--- config.mk ---
export PLATFORM = sky130hd
export DESIGN_NAME = mem_bus_arbiter
export DESIGN_NICKNAME = d
export VERILOG_FILES = /design/src/rtl/bus_pkg.sv /design/src/rtl/rr_arbiter2.sv /design/src/rtl/mem_bus_arbiter.sv
export SDC_FILE = /design/constraint.sdc
export NUM_CORES = 1
export LEC_CHECK = 0
export CAP_MARGIN = 20
export CORE_AREA = 8 8 150 152
export CTS_BUF_LIST = sky130_fd_sc_hd__clkbuf_16
export DETAILED_ROUTE_END_ITERATION = 6
export DIE_AREA = 0 0 158 160
export GPL_TIMING_DRIVEN = 0
export PLACE_DENSITY = 0.69
export REMOVE_ABC_BUFFERS = 1
export SETUP_SLACK_MARGIN = 0.3
export SYNTH_ARGS = -nofsm -noshare
export SYNTH_HDL_FRONTEND = slang
export SYNTH_SLANG_ARGS = --single-unit
--- constraint.sdc ---
create_clock -name clk -period 1.6 [get_ports clk]
set_input_delay 0.24 -clock clk [delete_from_list [all_inputs] [get_ports clk]]
set_output_delay 0.24 -clock clk [all_outputs]
set_load 0.02 [all_outputs]
--- src/rtl/bus_pkg.sv ---
// Shared memory-bus definitions: arbiter states and the default bus geometry
// that the cache and the arbiter agree on.
package bus_pkg;

  localparam int DATA_WIDTH = 64;
  localparam int TAG_WIDTH  = 13;
  localparam int LINE_BEATS = 8;

  typedef enum logic [1:0] {
    IDLE = 2'd0,
    REQ  = 2'd1,
    RESP = 2'd2
  } arb_state_t;

  function automatic logic [1:0] client_mask(input logic idx);
    return idx ? 2'b10 : 2'b01;
  endfunction

endpackage

--- src/rtl/rr_arbiter2.sv ---
// Two-input round-robin pick: a lone requester wins outright; on a tie the
// client that was not granted last time wins.
module rr_arbiter2 (
  input  logic [1:0] req,
  input  logic       last_grant,
  output logic       grant_valid,
  output logic       grant_idx
);

  always_comb begin
    grant_valid = |req;
    case (req)
      2'b01:   grant_idx = 1'b0;
      2'b10:   grant_idx = 1'b1;
      2'b11:   grant_idx = ~last_grant;
      default: grant_idx = 1'b0;
    endcase
  end

endmodule

--- src/rtl/mem_bus_arbiter.sv ---
// Arbitrates the I-cache (client 0) and D-cache (client 1) onto the single
// memory bus and routes each BEATS-long response burst back to its owner.
module mem_bus_arbiter
  import bus_pkg::*;
#(
  parameter int BUS_DATA_WIDTH = DATA_WIDTH,
  parameter int BUS_TAG_WIDTH  = TAG_WIDTH,
  parameter int BEATS          = LINE_BEATS
) (
  input  logic                        clk,
  input  logic                        reset,
  input  logic [1:0]                  c_bus_reqcyc,
  output logic [1:0]                  c_bus_reqack,
  input  logic [2*BUS_DATA_WIDTH-1:0] c_bus_req,
  input  logic [2*BUS_TAG_WIDTH-1:0]  c_bus_reqtag,
  output logic [1:0]                  c_bus_respcyc,
  input  logic [1:0]                  c_bus_respack,
  output logic [BUS_DATA_WIDTH-1:0]   c_bus_resp,
  output logic [BUS_TAG_WIDTH-1:0]    c_bus_resptag,
  output logic                        m_bus_reqcyc,
  input  logic                        m_bus_reqack,
  output logic [BUS_DATA_WIDTH-1:0]   m_bus_req,
  output logic [BUS_TAG_WIDTH-1:0]    m_bus_reqtag,
  input  logic                        m_bus_respcyc,
  output logic                        m_bus_respack,
  input  logic [BUS_DATA_WIDTH-1:0]   m_bus_resp,
  input  logic [BUS_TAG_WIDTH-1:0]    m_bus_resptag,
  output logic [1:0]                  dbg_state
);

  // Handshakes: a request transfers on a cycle where reqcyc && reqack, a
  // response beat on a cycle where respcyc && respack. Valids are held until
  // that cycle; acks only count while the matching valid is high.

  localparam int CNT_W = $clog2(BEATS) + 1;
  localparam logic [CNT_W-1:0] LAST_BEAT = CNT_W'(BEATS - 1);

  arb_state_t                state;
  logic                      owner;
  logic                      last_grant;
  logic [CNT_W-1:0]          beat_cnt;
  logic [BUS_DATA_WIDTH-1:0] addr_q;
  logic [BUS_TAG_WIDTH-1:0]  tag_q;

  logic                      grant_valid;
  logic                      grant_idx;
  logic                      beat_done;
  logic [BUS_DATA_WIDTH-1:0] win_addr;
  logic [BUS_TAG_WIDTH-1:0]  win_tag;

  rr_arbiter2 u_rr (
    .req         (c_bus_reqcyc),
    .last_grant  (last_grant),
    .grant_valid (grant_valid),
    .grant_idx   (grant_idx)
  );

  assign win_addr  = grant_idx ? c_bus_req[2*BUS_DATA_WIDTH-1:BUS_DATA_WIDTH]
                               : c_bus_req[BUS_DATA_WIDTH-1:0];
  assign win_tag   = grant_idx ? c_bus_reqtag[2*BUS_TAG_WIDTH-1:BUS_TAG_WIDTH]
                               : c_bus_reqtag[BUS_TAG_WIDTH-1:0];
  assign beat_done = (state == RESP) && m_bus_respcyc && c_bus_respack[owner];
  assign dbg_state = state;

  always_ff @(posedge clk) begin
    if (reset) begin
      state      <= IDLE;
      owner      <= 1'b0;
      last_grant <= 1'b1;
      beat_cnt   <= '0;
      addr_q     <= '0;
      tag_q      <= '0;
    end else begin
      case (state)
        IDLE: begin
          if (grant_valid) begin
            owner  <= grant_idx;
            addr_q <= win_addr;
            tag_q  <= win_tag;
            state  <= REQ;
          end
        end
        REQ: begin
          if (m_bus_reqack) begin
            last_grant <= owner;
            beat_cnt   <= '0;
            state      <= RESP;
          end
        end
        RESP: begin
          if (beat_done) begin
            beat_cnt <= beat_cnt + 1'b1;
            if (beat_cnt == LAST_BEAT) state <= IDLE;
          end
        end
        default: state <= IDLE;
      endcase
    end
  end

  // Outputs are gated by reset so nothing leaks while the registers clear.
  always_comb begin
    c_bus_reqack  = 2'b00;
    c_bus_respcyc = 2'b00;
    c_bus_resp    = '0;
    c_bus_resptag = '0;
    m_bus_reqcyc  = 1'b0;
    m_bus_req     = '0;
    m_bus_reqtag  = '0;
    m_bus_respack = 1'b0;
    if (!reset) begin
      case (state)
        REQ: begin
          m_bus_reqcyc = 1'b1;
          m_bus_req    = addr_q;
          m_bus_reqtag = tag_q;
          c_bus_reqack = m_bus_reqack ? client_mask(owner) : 2'b00;
        end
        RESP: begin
          c_bus_respcyc = m_bus_respcyc ? client_mask(owner) : 2'b00;
          c_bus_resp    = m_bus_resp;
          c_bus_resptag = m_bus_resptag;
          m_bus_respack = c_bus_respack[owner];
        end
        default: ;
      endcase
    end
  end

endmodule
### After elaboration in Yosys (flattened, before gate mapping)

Index checks and enable logic that the tools add are counted.

* add/sub/neg operators: 1
* $lt $le $gt $ge: 1
* equal/unequal tests: 9
* mux-type cells: 32
* bitwise operators: 1
* reduce and logical (&&, ||, !) cells: 9

Operators by type and width (count)
* $mux W64: 5
* $mux W13: 5
* $mux W2: 11
* $mux W4: 2
* $pmux W4 S2: 1
* $eq A2 B2 Y1 const B: 3
* $mux W1: 6
* $ne A2 B2 Y1 const B: 3
* $pmux W2 S3: 1
* $add A4 B1 Y4 const B: 1
* $eq A4 B3 Y1 const B: 1
* $reduce_and A2 Y1: 2
* $reduce_and A4 Y1: 1
* $reduce_and A3 Y1: 1
* $eq A2 B1 Y1 const B: 1
* $logic_and A1 B1 Y1: 2
* $logic_not A2 Y1: 1
* $lt A1 B2 Y1 const B: 1
* $ne A2 B1 Y1 const B: 1
* $pmux W1 S2: 1
* $reduce_bool A2 Y1: 1
* $reduce_or A2 Y1: 1
* $not A1 Y1: 1

* bits in registers: 85
* input port bits: 239
* output and inout port bits: 162
* word-level logic and storage cells: 59

### Longest topological paths before layout

Gate-level depths: netlist of run 1.

* depth after elaboration: 5
* gate-level depth with buffers: 7
* mapped depth without buffers: 4

### Hierarchy

A second synthesis of run 1 with hierarchy kept.

* cells, all modules: 566
* area, all modules: 4887.2 um^2

By module, submodules not included
* mem_bus_arbiter: instances 1, cells each 564, area an instance 4873.4 um^2, sequential area each 1701.6 um^2
* rr_arbiter2: instances 1, cells each 2, area an instance 13.8 um^2, sequential area each 0.0 um^2

### Worst setup path before layout of run 1

Ideal clock, no wire load.

* kind: reg2out
* start point: reg state[0] (netlist: dbg_state[0])
* end point: out m_bus_req[34]
* data arrival time: 1.616 ns
* required time: 1.360 ns
* setup slack: -0.256 ns
* cell stages (with the launch flop): 6
* path buffers: 3
* path through: dfxtp_1 > buf_2 > nor3b_2 > clkbuf_1 > clkbuf_1 > and2_1

* cells in the longest elaborated chain, start to end: 3

RTL lines
* start: declaration: line mem_bus_arbiter.sv:38 `arb_state_t state;`
* start signal: assignment: line mem_bus_arbiter.sv:67 `state <= IDLE;`
* start signal: assignment: line mem_bus_arbiter.sv:80 `state <= REQ;`
* start signal: assignment: line mem_bus_arbiter.sv:87 `state <= RESP;`
* $eq A2 B1 Y1: line mem_bus_arbiter.sv:112 `case (state)`
* $mux W64: line mem_bus_arbiter.sv:112
* $mux W64: line mem_bus_arbiter.sv:111 `if (!reset) begin`
* end: declaration: line mem_bus_arbiter.sv:22 `output logic [BUS_DATA_WIDTH-1:0] m_bus_req,`

No other way between the ends.

### Worst setup path after layout of run 1

* start point: reg state[0] (netlist: dbg_state[0])
* end point: out m_bus_req[10]

The elaborated chain is that of the path after synthesis.

==> results.toml, run 1 <==
[finish]
drive_gt1_frac = 0.449
final_cells = 1411
syn_to_final_growth_pct = 137
nFillCells = 1650
post-route-util = 0.608
nets = 1363
stdcell_area_um2 = 12200

[worst_setup_path]
reg2reg_slack_ns = -0.20
worst_path_largest_cell_delay_ns = 0.38
arrival_ns = 1.70
cp.required_ns = 1.36
crit_chain = "nor3b_4 > clkbuf_16 > buf_12 > buf_16 > and2_4 > buf_6"
crit_buf_inv = 4
path_class = "reg -> out"
critPathMaxFanout = 12
cpLargestDelayFamily = "buffers and inverters"
crit_slowest_cell = "dfxtp_4"
end_kind = "output port"
critPathLaunchType = "flip-flop"

[floorplan]
initial_core_util = 0.256
die_h_um = 160
die_area_um2 = 25300
core_area_um2 = 20000
ioPinCount = 401
rows = 52
dieWidth_um = 158

[clock_tree]
h-tree-depth = 3
cts_buffer_depth = 2
clockRootBuffer = "clkbuf_16"
numCtsBuffers = 9
worstSkewPairLatency_ns = 0.35
cts_tree = "yes"
clock_sinks = 85
clk_pin_slew_ns = 0.07

[detailed_routing]
drt_iter0_markers = 318
drc = 0
ant_nets = 0
vias = 7009
totalWireLength_um = 34300
detail_route.vias_per_cell = 4.97
routedWlPerCell_um = 24.3
drt_pass1_iterations = 4

[place]
gp_congestion = 0.846
io_buffer_count = 400
dpl_cell_area_um2 = 9440
detailed_place_hpwl_um = 20100
dp.cells = 1275
pre_cts_slack_ns = -1.40

[yosys]
synthMuxAreaShare = 0.00390
synthXorXnorAreaFrac = 0
synth.top_cell.area_share = 0.332
synth_adder_area_share = 0.00244
synth_warnings = 0
synth_area_um2 = 5130
ys_ff_latch = 85
synthCells = 662
syn_area_per_cell_um2 = 7.75
synth-simple-area-share = 0.332
yosysSeqAreaShare = 0.332
synth_compound_area_frac = 0.265
synth_top_family_by_area = "simple AND/OR/NAND/NOR gates"
yosysUniqueCellTypes = 35
synth_top_area_cell = "dfxtp_1"
netlist_top_cells_area = "dfxtp_1, and2_1, nand2_1"

[global_route]
antenna_found_initial = 11
grt_overflow = 0
grt_pass1_wl_um = 45200
grt.total_usage = 0.238
grt_pass1_vias = 6898
grt_start_max_net_pins = 50

[timing]
fin_setup_tns_ns = -50.11
setup_viol = 239
slew-limit-headroom = 0.507
fin_crit_sh = 1.21
fin_worst_skew_ns = 0.00792
worst_slack_ns = -0.337
grt_setup_unrepaired = "yes"
worst_pin_slew_ns = 0.736
maxSlewViolCount = 0
finalHoldViolCount = 0
clock.fmax_ghz = 0.516
min_period_ns = 1.94

[run_status]
outcome = "complete, but fails checks"
violations = "setup timing"

[pwr]
pwr_density_cell_nw_per_um2 = 674
leakage_nw = 5.05
vdd_ir_drop_max_uv = 553

[worst_hold_path]
hp-class = "in -> reg"

[job]
maxCapViolations = 0
layout by cell type (no fill, tap or decap), drive strengths merged:
cell type	synthesis	layout
a21boi	1	2
a21oi	79	79
nor3b	2	4
and2	155	163
or2	1	2
bufbuf	0	1
or4b	1	1
a2bb2oi	1	1
nand3	2	2
diode	0	13
clkinv	0	3
mux2i	2	2
a21bo	2	3
clkdlybuf4s50	0	235
clkbuf	47	21
and3b	1	1
dfxtp	85	85
o211ai	3	3
ha	1	1
nor2	5	5
nand3b	3	3
nor2b	2	2
nand2	159	159
a311oi	77	77
or4	1	1
inv	3	5
o21ai	1	1
o41ai	2	2
a2111oi	1	1
buf	22	258
bufinv	0	2
o2111ai	1	1
nor3	1	1
nand2b	1	1
registers in the layout (all words and copies together) (netlist names):
name,count
beat_cnt,4
last_grant,1
dbg_state,2
addr_q,64
tag_q,13
owner,1
layout make-up:
class	count	area, µm²	area share
diodes	13	32.5	0.00267
clock buffers	9	225	0.0185
multi-input cells	518	3820	0.314
inverters	3	11.3	0.000925
repair buffers	506	5960	0.489
flip-flops and latches	85	1710	0.140
clock inverters	7	82.6	0.00678
well taps	270	338	0.0277
worst register-to-register path: cells and delay by family, from the launching register on:
family                 cells  cell delay [ns]
AO/OA/AOI/OAI              2             0.29
buffers and inverters      7             0.91
flip-flops                 1             0.37
AND/OR/NAND/NOR            1             0.12
worst paths after layout:
| kind | from | endpoint | depth (start not counted) |
|---|---|---|---|
| worst max-delay path | dbg_state[0]$_SDFFE_PP0P_ | m_bus_req[10] | 6 |
| worst min-delay path | reset | tag_q[7]$_SDFFE_PP0P_ | 2 |
| worst max register to register | dbg_state[1]$_SDFFE_PP0P_ | addr_q[39]$_SDFFE_PP0P_ | 10 |
| worst min register to register | addr_q[45]$_SDFFE_PP0P_ | addr_q[45]$_SDFFE_PP0P_ | 2 |
kinds of logic (layout without fill, tap and decap cells):
logic type               count (synthesis)  in the layout
AO/OA/AOI/OAI                          168            170
adder cells (fa/ha/maj)                  1              1
AND/OR/NAND/NOR                        334            345
flip-flops                              85             85
other                                    0             13
buffers and inverters                   72            525
multiplexers                             2              2
metrics by stage:
step | power, mW | hold slack, ns
final | 8.21 | 0.237
after global routing | 8.55 | 0.230
after CTS | 7.68 | 0.257
after detailed placement | 4.69 | 0.506
after global placement | 4.59 | 0.500
after floorplan | 3.47 | 0.308
metal layers:
layer  wire, µm  vias to the layer above  track usage
met4       1340                        0        0.115
met5          0                        -            0
met2      17900                      319        0.429
li1           -                     3256            -
met3       2860                       63       0.0686
met1      12200                     3371        0.247
synthesized netlist by cell type, drive strengths merged:
| cell | instances |
|---|---|
| nor3 | 1 |
| a2bb2oi | 1 |
| a21oi | 79 |
| dfxtp | 85 |
| nand3b | 3 |
| and2 | 155 |
| buf | 22 |
| or4b | 1 |
| o2111ai | 1 |
| nor2b | 2 |
| or2 | 1 |
| nand2 | 159 |
| o41ai | 2 |
| and3b | 1 |
| a21boi | 1 |
| o21ai | 1 |
| ha | 1 |
| nor2 | 5 |
| inv | 3 |
| nand2b | 1 |
| a2111oi | 1 |
| a311oi | 77 |
| a21bo | 2 |
| or4 | 1 |
| clkbuf | 47 |
| nand3 | 2 |
| nor3b | 2 |
| mux2i | 2 |
| o211ai | 3 |
report_power, final:
part	internal, mW	leakage (nW)	switching [mW]	total [mW]
Clock	1.35	0.162	0.899	2.25
Sequential	2.37	0.707	0.167	2.54
Combinational	1.97	4.18	1.46	3.42
what timing repair did:
item | 4_1_cts | 5_1_grt
setup endpoints to repair | 247 | 246
setup buffers | 44 | 28
gates cloned | 23 | 12
hold buffers | 0 | 0
gates resized for setup | 1013 | 222
pin swaps | 38 | 109
(Power assumes the default switching activity.)
==> run 2: changes to the inputs <==
Settings changed: ABC_CLOCK_PERIOD_IN_PS set to 1600, GPL_ROUTABILITY_DRIVEN set to 0.
==> results of run 2 <==
Final layout, timing and power as in run 1 (identical DEF).
